**config.mk**
```make
export PLATFORM = sky130hd
export DESIGN_NAME = prelude_loader_flat
export DESIGN_NICKNAME = d
export VERILOG_FILES = /design/src/rtl/prelude_loader_if.sv /design/src/rtl/prelude_loader.sv /design/src/flat_wrapper.sv
export SDC_FILE = /design/constraint.sdc
export NUM_CORES = 1
export LEC_CHECK = 0
export ABC_AREA = 1
export BUFFER_PORTS_ARGS = -buffer_cell sky130_fd_sc_hd__buf_2
export CORE_UTILIZATION = 45
export CTS_BUF_LIST = sky130_fd_sc_hd__clkbuf_2
export DETAILED_ROUTE_END_ITERATION = 10
export GPL_TIMING_DRIVEN = 0
export PLACE_DENSITY = 0.7
export SLEW_MARGIN = 30
export SYNTH_ARGS = -nofsm -noshare
export SYNTH_HDL_FRONTEND = slang
export SYNTH_SLANG_ARGS = --single-unit
```
**constraint.sdc**
```tcl
create_clock -name clk -period 1.5 [get_ports clk]
set_input_delay 0.075 -clock clk [delete_from_list [all_inputs] [get_ports clk]]
set_output_delay 0.075 -clock clk [all_outputs]
set_load 0.005 [all_outputs]
```
**src/rtl/prelude_loader_if.sv**
```systemverilog
// Byte command link from the host plus the program-memory write port and core controls
// driven by the Prelude boot/debug loader.
interface prelude_loader_if #(
    parameter int ADDR_W = 8,
    parameter int DATA_W = 8
);
    logic              cmd_valid;
    logic [DATA_W-1:0] cmd_data;
    logic              cmd_ready;
    logic              mem_we;
    logic [ADDR_W-1:0] mem_addr;
    logic [DATA_W-1:0] mem_wdata;
    logic              cpu_reset;
    logic              cpu_en;
    logic              load_done;
    logic              err;

    modport slave (
        input  cmd_valid, cmd_data,
        output cmd_ready, mem_we, mem_addr, mem_wdata,
        output cpu_reset, cpu_en, load_done, err
    );

    modport master (
        output cmd_valid, cmd_data,
        input  cmd_ready, mem_we, mem_addr, mem_wdata,
        input  cpu_reset, cpu_en, load_done, err
    );
endinterface

```
**src/rtl/prelude_loader.sv**
```systemverilog
// Prelude boot/debug controller: decodes L/R/H/S commands, streams a length-prefixed
// payload into program memory and sequences the core's reset and clock enable.
module prelude_loader #(
    parameter int ADDR_W = 8,
    parameter int DATA_W = 8
) (
    input  logic            clk,
    input  logic            reset,
    prelude_loader_if.slave bus
);
    localparam int REM_W = ADDR_W + 1;

    localparam logic [DATA_W-1:0] OP_LOAD = DATA_W'(8'h4C);
    localparam logic [DATA_W-1:0] OP_RUN  = DATA_W'(8'h52);
    localparam logic [DATA_W-1:0] OP_HALT = DATA_W'(8'h48);
    localparam logic [DATA_W-1:0] OP_STEP = DATA_W'(8'h53);

    typedef enum logic [1:0] {
        ST_CMD,
        ST_LEN,
        ST_DATA,
        ST_STEP
    } state_t;

    state_t             r_state;
    logic               r_run;
    logic [ADDR_W-1:0]  r_addr;
    logic [REM_W-1:0]   r_remaining;
    logic               r_cmd_ready;
    logic               r_mem_we;
    logic [ADDR_W-1:0]  r_mem_addr;
    logic [DATA_W-1:0]  r_mem_wdata;
    logic               r_cpu_reset;
    logic               r_cpu_en;
    logic               r_load_done;
    logic               r_err;

    logic               w_accept;

    assign w_accept = bus.cmd_valid & r_cmd_ready;

    // Every output is a register so the core and memory see glitch-free controls;
    // cmd_ready and cpu_en are therefore computed from the state being entered.
    // NOTE: sequential state uses non-blocking (<=) so all registers update together at the edge.
    always_ff @(posedge clk or posedge reset) begin
        if (reset) begin
            r_state     <= ST_CMD;
            r_run       <= 1'b0;
            r_addr      <= '0;
            r_remaining <= '0;
            r_cmd_ready <= 1'b0;
            r_mem_we    <= 1'b0;
            r_mem_addr  <= '0;
            r_mem_wdata <= '0;
            r_cpu_reset <= 1'b1;
            r_cpu_en    <= 1'b0;
            r_load_done <= 1'b0;
            r_err       <= 1'b0;
        end else begin
            r_cmd_ready <= 1'b1;
            r_mem_we    <= 1'b0;
            r_load_done <= 1'b0;

            case (r_state)
                ST_CMD: begin
                    if (w_accept) begin
                        case (bus.cmd_data)
                            OP_LOAD: begin
                                r_cpu_reset <= 1'b1;
                                r_run       <= 1'b0;
                                r_cpu_en    <= 1'b0;
                                r_err       <= 1'b0;
                                r_state     <= ST_LEN;
                            end
                            OP_RUN: begin
                                r_cpu_reset <= 1'b0;
                                r_run       <= 1'b1;
                                r_cpu_en    <= 1'b1;
                                r_err       <= 1'b0;
                            end
                            OP_HALT: begin
                                r_run       <= 1'b0;
                                r_cpu_en    <= 1'b0;
                                r_err       <= 1'b0;
                            end
                            OP_STEP: begin
                                r_cpu_reset <= 1'b0;
                                r_run       <= 1'b0;
                                r_cpu_en    <= 1'b1;
                                r_err       <= 1'b0;
                                r_cmd_ready <= 1'b0;
                                r_state     <= ST_STEP;
                            end
                            default: r_err <= 1'b1;
                        endcase
                    end
                end

                ST_LEN: begin
                    if (w_accept) begin
                        // A zero length byte means a full-depth load.
                        r_remaining <= (bus.cmd_data == '0) ? REM_W'(1 << ADDR_W)
                                                            : REM_W'(bus.cmd_data);
                        r_addr      <= '0;
                        r_state     <= ST_DATA;
                    end
                end

                ST_DATA: begin
                    if (w_accept) begin
                        r_mem_we    <= 1'b1;
                        r_mem_addr  <= r_addr;
                        r_mem_wdata <= bus.cmd_data;
                        r_addr      <= r_addr + ADDR_W'(1);
                        r_remaining <= r_remaining - REM_W'(1);
                        if (r_remaining == REM_W'(1)) begin
                            r_load_done <= 1'b1;
                            r_state     <= ST_CMD;
                        end
                    end
                end

                ST_STEP: begin
                    r_cpu_en <= r_run;
                    r_state  <= ST_CMD;
                end

                default: r_state <= ST_CMD;
            endcase
        end
    end

    assign bus.cmd_ready = r_cmd_ready;
    assign bus.mem_we    = r_mem_we;
    assign bus.mem_addr  = r_mem_addr;
    assign bus.mem_wdata = r_mem_wdata;
    assign bus.cpu_reset = r_cpu_reset;
    assign bus.cpu_en    = r_cpu_en;
    assign bus.load_done = r_load_done;
    assign bus.err       = r_err;
endmodule

```
**src/flat_wrapper.sv**
```systemverilog
// flat-port wrapper written by rule: the top's interface ports become plain ports
module prelude_loader_flat 
#(
    parameter int ADDR_W = 8,
    parameter int DATA_W = 8
)
  (clk, reset, bus_cmd_valid, bus_cmd_data, bus_cmd_ready, bus_mem_we, bus_mem_addr, bus_mem_wdata, bus_cpu_reset, bus_cpu_en, bus_load_done, bus_err);
  prelude_loader_if #(.ADDR_W(ADDR_W), .DATA_W(DATA_W)) bus_i ();
  input  logic clk;
  input  logic reset;
  input wire logic [$bits(bus_i.cmd_valid)-1:0] bus_cmd_valid;
  input wire logic [$bits(bus_i.cmd_data)-1:0] bus_cmd_data;
  output wire logic [$bits(bus_i.cmd_ready)-1:0] bus_cmd_ready;
  output wire logic [$bits(bus_i.mem_we)-1:0] bus_mem_we;
  output wire logic [$bits(bus_i.mem_addr)-1:0] bus_mem_addr;
  output wire logic [$bits(bus_i.mem_wdata)-1:0] bus_mem_wdata;
  output wire logic [$bits(bus_i.cpu_reset)-1:0] bus_cpu_reset;
  output wire logic [$bits(bus_i.cpu_en)-1:0] bus_cpu_en;
  output wire logic [$bits(bus_i.load_done)-1:0] bus_load_done;
  output wire logic [$bits(bus_i.err)-1:0] bus_err;
  assign bus_i.cmd_valid = bus_cmd_valid;
  assign bus_i.cmd_data = bus_cmd_data;
  assign bus_cmd_ready = bus_i.cmd_ready;
  assign bus_mem_we = bus_i.mem_we;
  assign bus_mem_addr = bus_i.mem_addr;
  assign bus_mem_wdata = bus_i.mem_wdata;
  assign bus_cpu_reset = bus_i.cpu_reset;
  assign bus_cpu_en = bus_i.cpu_en;
  assign bus_load_done = bus_i.load_done;
  assign bus_err = bus_i.err;
  prelude_loader #(.ADDR_W(ADDR_W), .DATA_W(DATA_W)) u_core (.clk(clk), .reset(reset), .bus(bus_i));
endmodule
```
* After elaboration in Yosys (flattened, before gate mapping) *
Cells that the tools add are included.

operators by class
  muxes and demuxes = 27
  eq/ne operators = 14
  reduce and logical (&&, ||, !) cells = 17
  bitwise operators = 1
  add/subtract/negate cells = 2

operators by type and width
  operator             count
  $eq 8x7->1 const B   4
  $mux 9               3
  $pmux 9 s2           1
  $mux 8               2
  $pmux 8 s2           1
  $reduce_and 3->1     4
  $mux 1               10
  $eq 9x1->1 const B   1
  $sub 9x1->9 const B  1
  $add 8x1->8 const B  1
  $logic_not 8->1      1
  $mux 2               4
  $ne 2x1->1 const B   4
  $pmux 1 s2           4
  $pmux 2 s4           1
  $reduce_bool 2->1    4
  $ne 3x3->1 const B   2
  $reduce_and 5->1     1
  $eq 2x2->1 const B   2
  $pmux 2 s2           1
  $reduce_and 2->1     2
  $reduce_or 2->1      2
  $reduce_or 4->1      1
  $reduce_or 3->1      1
  3 further kinds      3

word-level totals
  register bits = 42

* Depth between registers and ports, before layout *
  depth after elaboration = 5
  gate-level depth with buffers = 10
  depth with buffers taken out = 10

* Least setup slack after synthesis *
OpenSTA, ideal clock, no wires.

  path type = register to register
  start point = register u_core.r_state[0]
  end point = register u_core.r_remaining[5]
  path slack = 0.022 ns
  data required time = 1.370 ns
  setup time = 0.130 ns
  buffers on the path = 0
  clock period less this slack = 1.478 ns
  cell stages (with the launch flop) = 9
  data arrival time = 1.347 ns
  path through = dfrtp_1 inv_1 ha_1 nor2_2 nor2_2 nor2_4 nand2_4 o211ai_1 nand3_1

between the ends
  word-level cells in the longest chain between the ends = 3
  elaborated cells between the ends (all ways) = 7

ends and longest elaborated chain
  element                                                           RTL line               source
  from (decl)                                                       prelude_loader.sv:25   state_t r_state;
  from (signal assigned)                                            prelude_loader.sv:47   r_state <= ST_CMD;
  from (signal assigned)                                            prelude_loader.sv:73   r_state <= ST_LEN;
  from (signal assigned)                                            prelude_loader.sv:92   r_state <= ST_STEP;
  $eq 2x2->1 / $eq 2x1->1 (equally long branches)                   prelude_loader.sv:64   case (r_state)
  $ne 2x1->1 (no line) / $reduce_bool 2->1 (equally long branches)  n/a
  $reduce_and 3->1 (no line)                                        n/a
  to (signal assigned)                                              prelude_loader.sv:102  r_remaining <= (bus.cmd_data == '0) ? REM_W'(1 << ADDR_W)
  to (signal assigned)                                              prelude_loader.sv:115  r_remaining <= r_remaining - REM_W'(1);
  to (decl)                                                         prelude_loader.sv:28   logic [REM_W-1:0] r_remaining;

Several ways; a longest one is shown, not always the timed one.
A chain may end at the register's enable or synchronous reset.

* Final worst setup path *
  start point = register u_core.r_state[1]
  end point = register u_core.r_addr[1]

between the ends
  word-level cells in the longest chain between the ends = 3
  elaborated cells between the ends (all ways) = 7

ends and longest elaborated chain
  element                                                           RTL line               source
  $eq 2x2->1 / $eq 2x1->1 (equally long branches)                   prelude_loader.sv:64
  $ne 2x1->1 (no line) / $reduce_bool 2->1 (equally long branches)  n/a
  $reduce_and 3->1 (no line)                                        n/a
  to (signal assigned)                                              prelude_loader.sv:114  r_addr <= r_addr + ADDR_W'(1);
  to (decl)                                                         prelude_loader.sv:27   logic [ADDR_W-1:0] r_addr;

Several ways; a longest one is shown, not always the timed one.

==> flow_summary_export.csv <==
group,metric,value,unit
floorplanning,core,4723,µm²
global_routing,grt_pass1_vias,1908,
min_path,min_from,"bus_cmd_data[3]",
global_routing,antenna_found_initial,0,
critical_path,critPathLaunchType,"flip-flop",
drt,first_pass_iters,4,
critical_path,worstSetupPathType,"reg -> reg",
min_path,min_path_type,"in -> reg",
clock_tree,htree_levels,2,
min_path,hold-path-endpoint,"u_core.r_remaining[3]$_DFFE_PP0P_",
floorplanning,start_util,46.68,%
clock_tree,worst_skew_pair.late_latency,0.42,ns
timing,max-slew-margin-rel,76.00,%
logic_synthesis,netlist_area,2205,µm²
finish,n_antenna_cell,0,
critical_path,cp_common_cell,"nor2_4",
timing,fin_crit,1.605,ns
clock_tree,cts_made_buffers,5,
finish,layout_common_cells,"nand2_1 (69), dfrtp_1 (41), inv_1 (35), buf_2 (32), nor2_1 (25)",
timing,finClkSkew,0.02962,ns
finish,syn2layout_area_growth,27.36,%
place,dp_worst_setup_slack,-0.2485,ns
timing,slew_viol_final,0,
global_routing,grt_max_degree,28,
finish,fin_cells,408,
global_routing,grt-ovfl-total,0,
finish,layout_commonest_cell,"nand2_1",
outcome,violations,"negative setup slack",
clock_tree,clk_pin_slew,0.26,ns
timing,fmax,623.0,MHz
finish,nets,359,
drt,via_count,1982,
outcome,run_status,"finished, violations left",
timing,fin_crit_sh,107.0,%
logic_synthesis,yosysTopAreaCell,"dfrtp_1",
finish,drive_gt1_share,24.63,%
drt,wirelength,5187,µm
drt,wl_per_cell,12.71,µm
power,power_density,1580,nW/µm²
drt,antenna_left,0,
critical_path,r2r_slack,-0.11,ns
floorplanning,fp.dieW,72.00,µm
critical_path,cp_slowest_stage_delay,0.47,ns
logic_synthesis,yosys-top-cells-area,"dfrtp_1 (47%), nand2_1 (12%), inv_1 (6.6%)",
critical_path,cp_max_fo,8,
clock_tree,cts_max_path_buffers,2,
global_routing,grtUsageTotal,21.58,%
logic_synthesis,synthDistinctLibCells,25,
logic_synthesis,netlist_instances,278,
place,portBuffers,32,
logic_synthesis,ys_ff_latch,42,
critical_path,arrival,1.96,ns
critical_path,cpMaxStageDelayCell,"dfrtp_1",
clock_tree,cts_tree,"yes",
min_path,whs_path_depth,3,
drt,drt_iter0_markers,82,
job,cap_violations,0,
clock_tree,cts.sinks,42,
drt,viasPerCell,4.858,
clock_tree,cts_root_buf,"clkbuf_2",
timing,final-setup-viol-count,15,
floorplanning,io_pins,33,
logic_synthesis,postSynthAreaPerCell,7.930,µm²
logic_synthesis,syn_nets,297,
timing,fin_ws,-0.1052,ns
drt,drcViolationCount,0,
critical_path,reg2reg_to,"u_core.r_addr[1]$_DFFE_PP0P_",
finish,post-route-util,59.44,%
critical_path,r2r_start,"u_core.r_state[1]$_DFFE_PP0P_",
critical_path,reg2reg_depth,9,
critical_path,end_kind,"flip-flop",
place,place_inst,378,
place,place.gp.congestion,0.8586,
critical_path,crit_start,"u_core.r_state[1]$_DFFE_PP0P_",
floorplanning,rows,25,
global_routing,grt_pass1_wl,8631,µm
timing,finalHoldViolCount,0,
critical_path,crit_chain,"buf_6, ha_4, nor2_4, nor2_4, nor2_4, buf_12, buf_8, buf_6, o21ai_1",
logic_synthesis,ys_seq_area_share,47.73,%
timing,tightest_slew,0.3594,ns
timing,rsz0062_at_grt,"true",
logic_synthesis,synth-warning-count,0,
place,hpwl,3625,µm
floorplanning,die_h,72.00,µm
power,p_total,4.436,mW
power,vdd_drop_max,893.1,µV
power,p_leak,1.430,nW
floorplanning,die_area,5183,µm²
critical_path,required,1.85,ns
logic_synthesis,synth_top_area_share,46.54,%
finish,fillCellCount,418,
[registers in the layout, summed over array words and instances, names as in the netlist]
signal / flops
u_core.bus.mem_we: 1
u_core.r_run: 1
u_core.bus.load_done: 1
u_core.bus.err: 1
u_core.bus.mem_addr: 8
u_core.r_remaining: 9
u_core.bus.cmd_ready: 1
u_core.r_state: 2
u_core.bus.mem_wdata: 8
u_core.bus.cpu_reset: 1
u_core.r_addr: 8
u_core.bus.cpu_en: 1
[layer usage]
metal  wire length (µm)  track usage, %  vias to the layer above
li1                   -               -                     1018
met1               2389           26.93                      932
met2               2642           38.16                       27
met3                113           3.750                        5
met4                 42           6.754                        0
met5                  0               0                        -
[logic make-up after synthesis]
kind of cell / Yosys count / synth area share (%)
buffers and inverters: 48 / 9.704
and+or+nand+nor: 132 / 26.11
xor gates and xnor gates: 1 / 0.3973
DFF: 42 / 47.73
adders and majority gates: 8 / 4.540
AOI/OAI and AO/OA: 47 / 11.52
[stage by stage]
stage	setup TNS, ns	instance area (µm²)	hold slack (ns)
after global placement	-7.730	2449	0.2748
after floorplan	0	2205	0.1502
after CTS	-0.7070	2700	0.01958
final	-0.9014	2808	0.04520
after detailed placement	-3.821	2469	0.06440
after global routing	-2.182	2808	0.03835
[what timing repair did]
action                     CTS  global route
hold buffers                10             0
setup buffers                5             7
gates cloned                 0             0
pin swaps                    1             8
setup endpoints to repair   35            36
resized for setup           11            21
hold endpoints to repair    56             0
[area by class of cell]
cell class	instances	area, µm²	share of cell area (%)
clock buffers	5	25.02	0.8913
flip-flops and latches	42	1052	37.48
repair buffers	55	390.4	13.90
multi-input cells	188	1008	35.92
plain buffers	5	62.56	2.228
inverters	43	161.4	5.749
well taps	67	83.83	2.986
clock inverters	3	23.77	0.8467
[worst max-delay path: cells and delay by family (launching register included)]
| kind | cells | cell delay [ns] |
|---|---|---|
| AO/OA/AOI/OAI | 1 | 0.06 |
| adder cells (fa/ha/maj) | 1 | 0.17 |
| buffers and inverters | 4 | 0.51 |
| flip-flops | 1 | 0.47 |
| AND/OR/NAND/NOR | 3 | 0.34 |
[how the worst max path moves through the flow]
stage | endpoint | cells past startpoint
after global placement | u_core.r_remaining[6]$_DFFE_PP0P_ | 8
after CTS | u_core.r_addr[7]$_DFFE_PP0P_ | 9
final | u_core.r_addr[1]$_DFFE_PP0P_ | 9
after detailed placement | u_core.r_remaining[5]$_DFFE_PP0P_ | 8
after floorplan | u_core.r_remaining[5]$_DFFE_PP0P_ | 8
after global routing | u_core.r_addr[1]$_DFFE_PP0P_ | 9
[power by group]
part | internal, mW | switching (mW) | total [mW] | leakage, nW
combinational | 0.984 | 1.19 | 2.17 | 0.866
sequential | 1.47 | 0.250 | 1.72 | 0.538
clock | 0.119 | 0.420 | 0.539 | 0.0256
[cell usage after synthesis]
cell type / instances
o21ai_0: 29
a21oi_1: 8
xor2_1: 1
o21ai_1: 3
dfrtp_1: 41
inv_2: 4
nand3_1: 18
nand2_2: 2
nand2_1: 70
clkbuf_8: 1
nor2_1: 26
nor2_4: 2
o221ai_1: 1
ha_1: 8
o21a_1: 1
buf_2: 1
a22oi_1: 1
nor3_1: 2
o211ai_1: 4
nand4_1: 9
nor2_2: 2
dfstp_2: 1
buf_6: 3
inv_1: 39
nand2_4: 1
No activity file was read; power rests on OpenSTA's default activity.
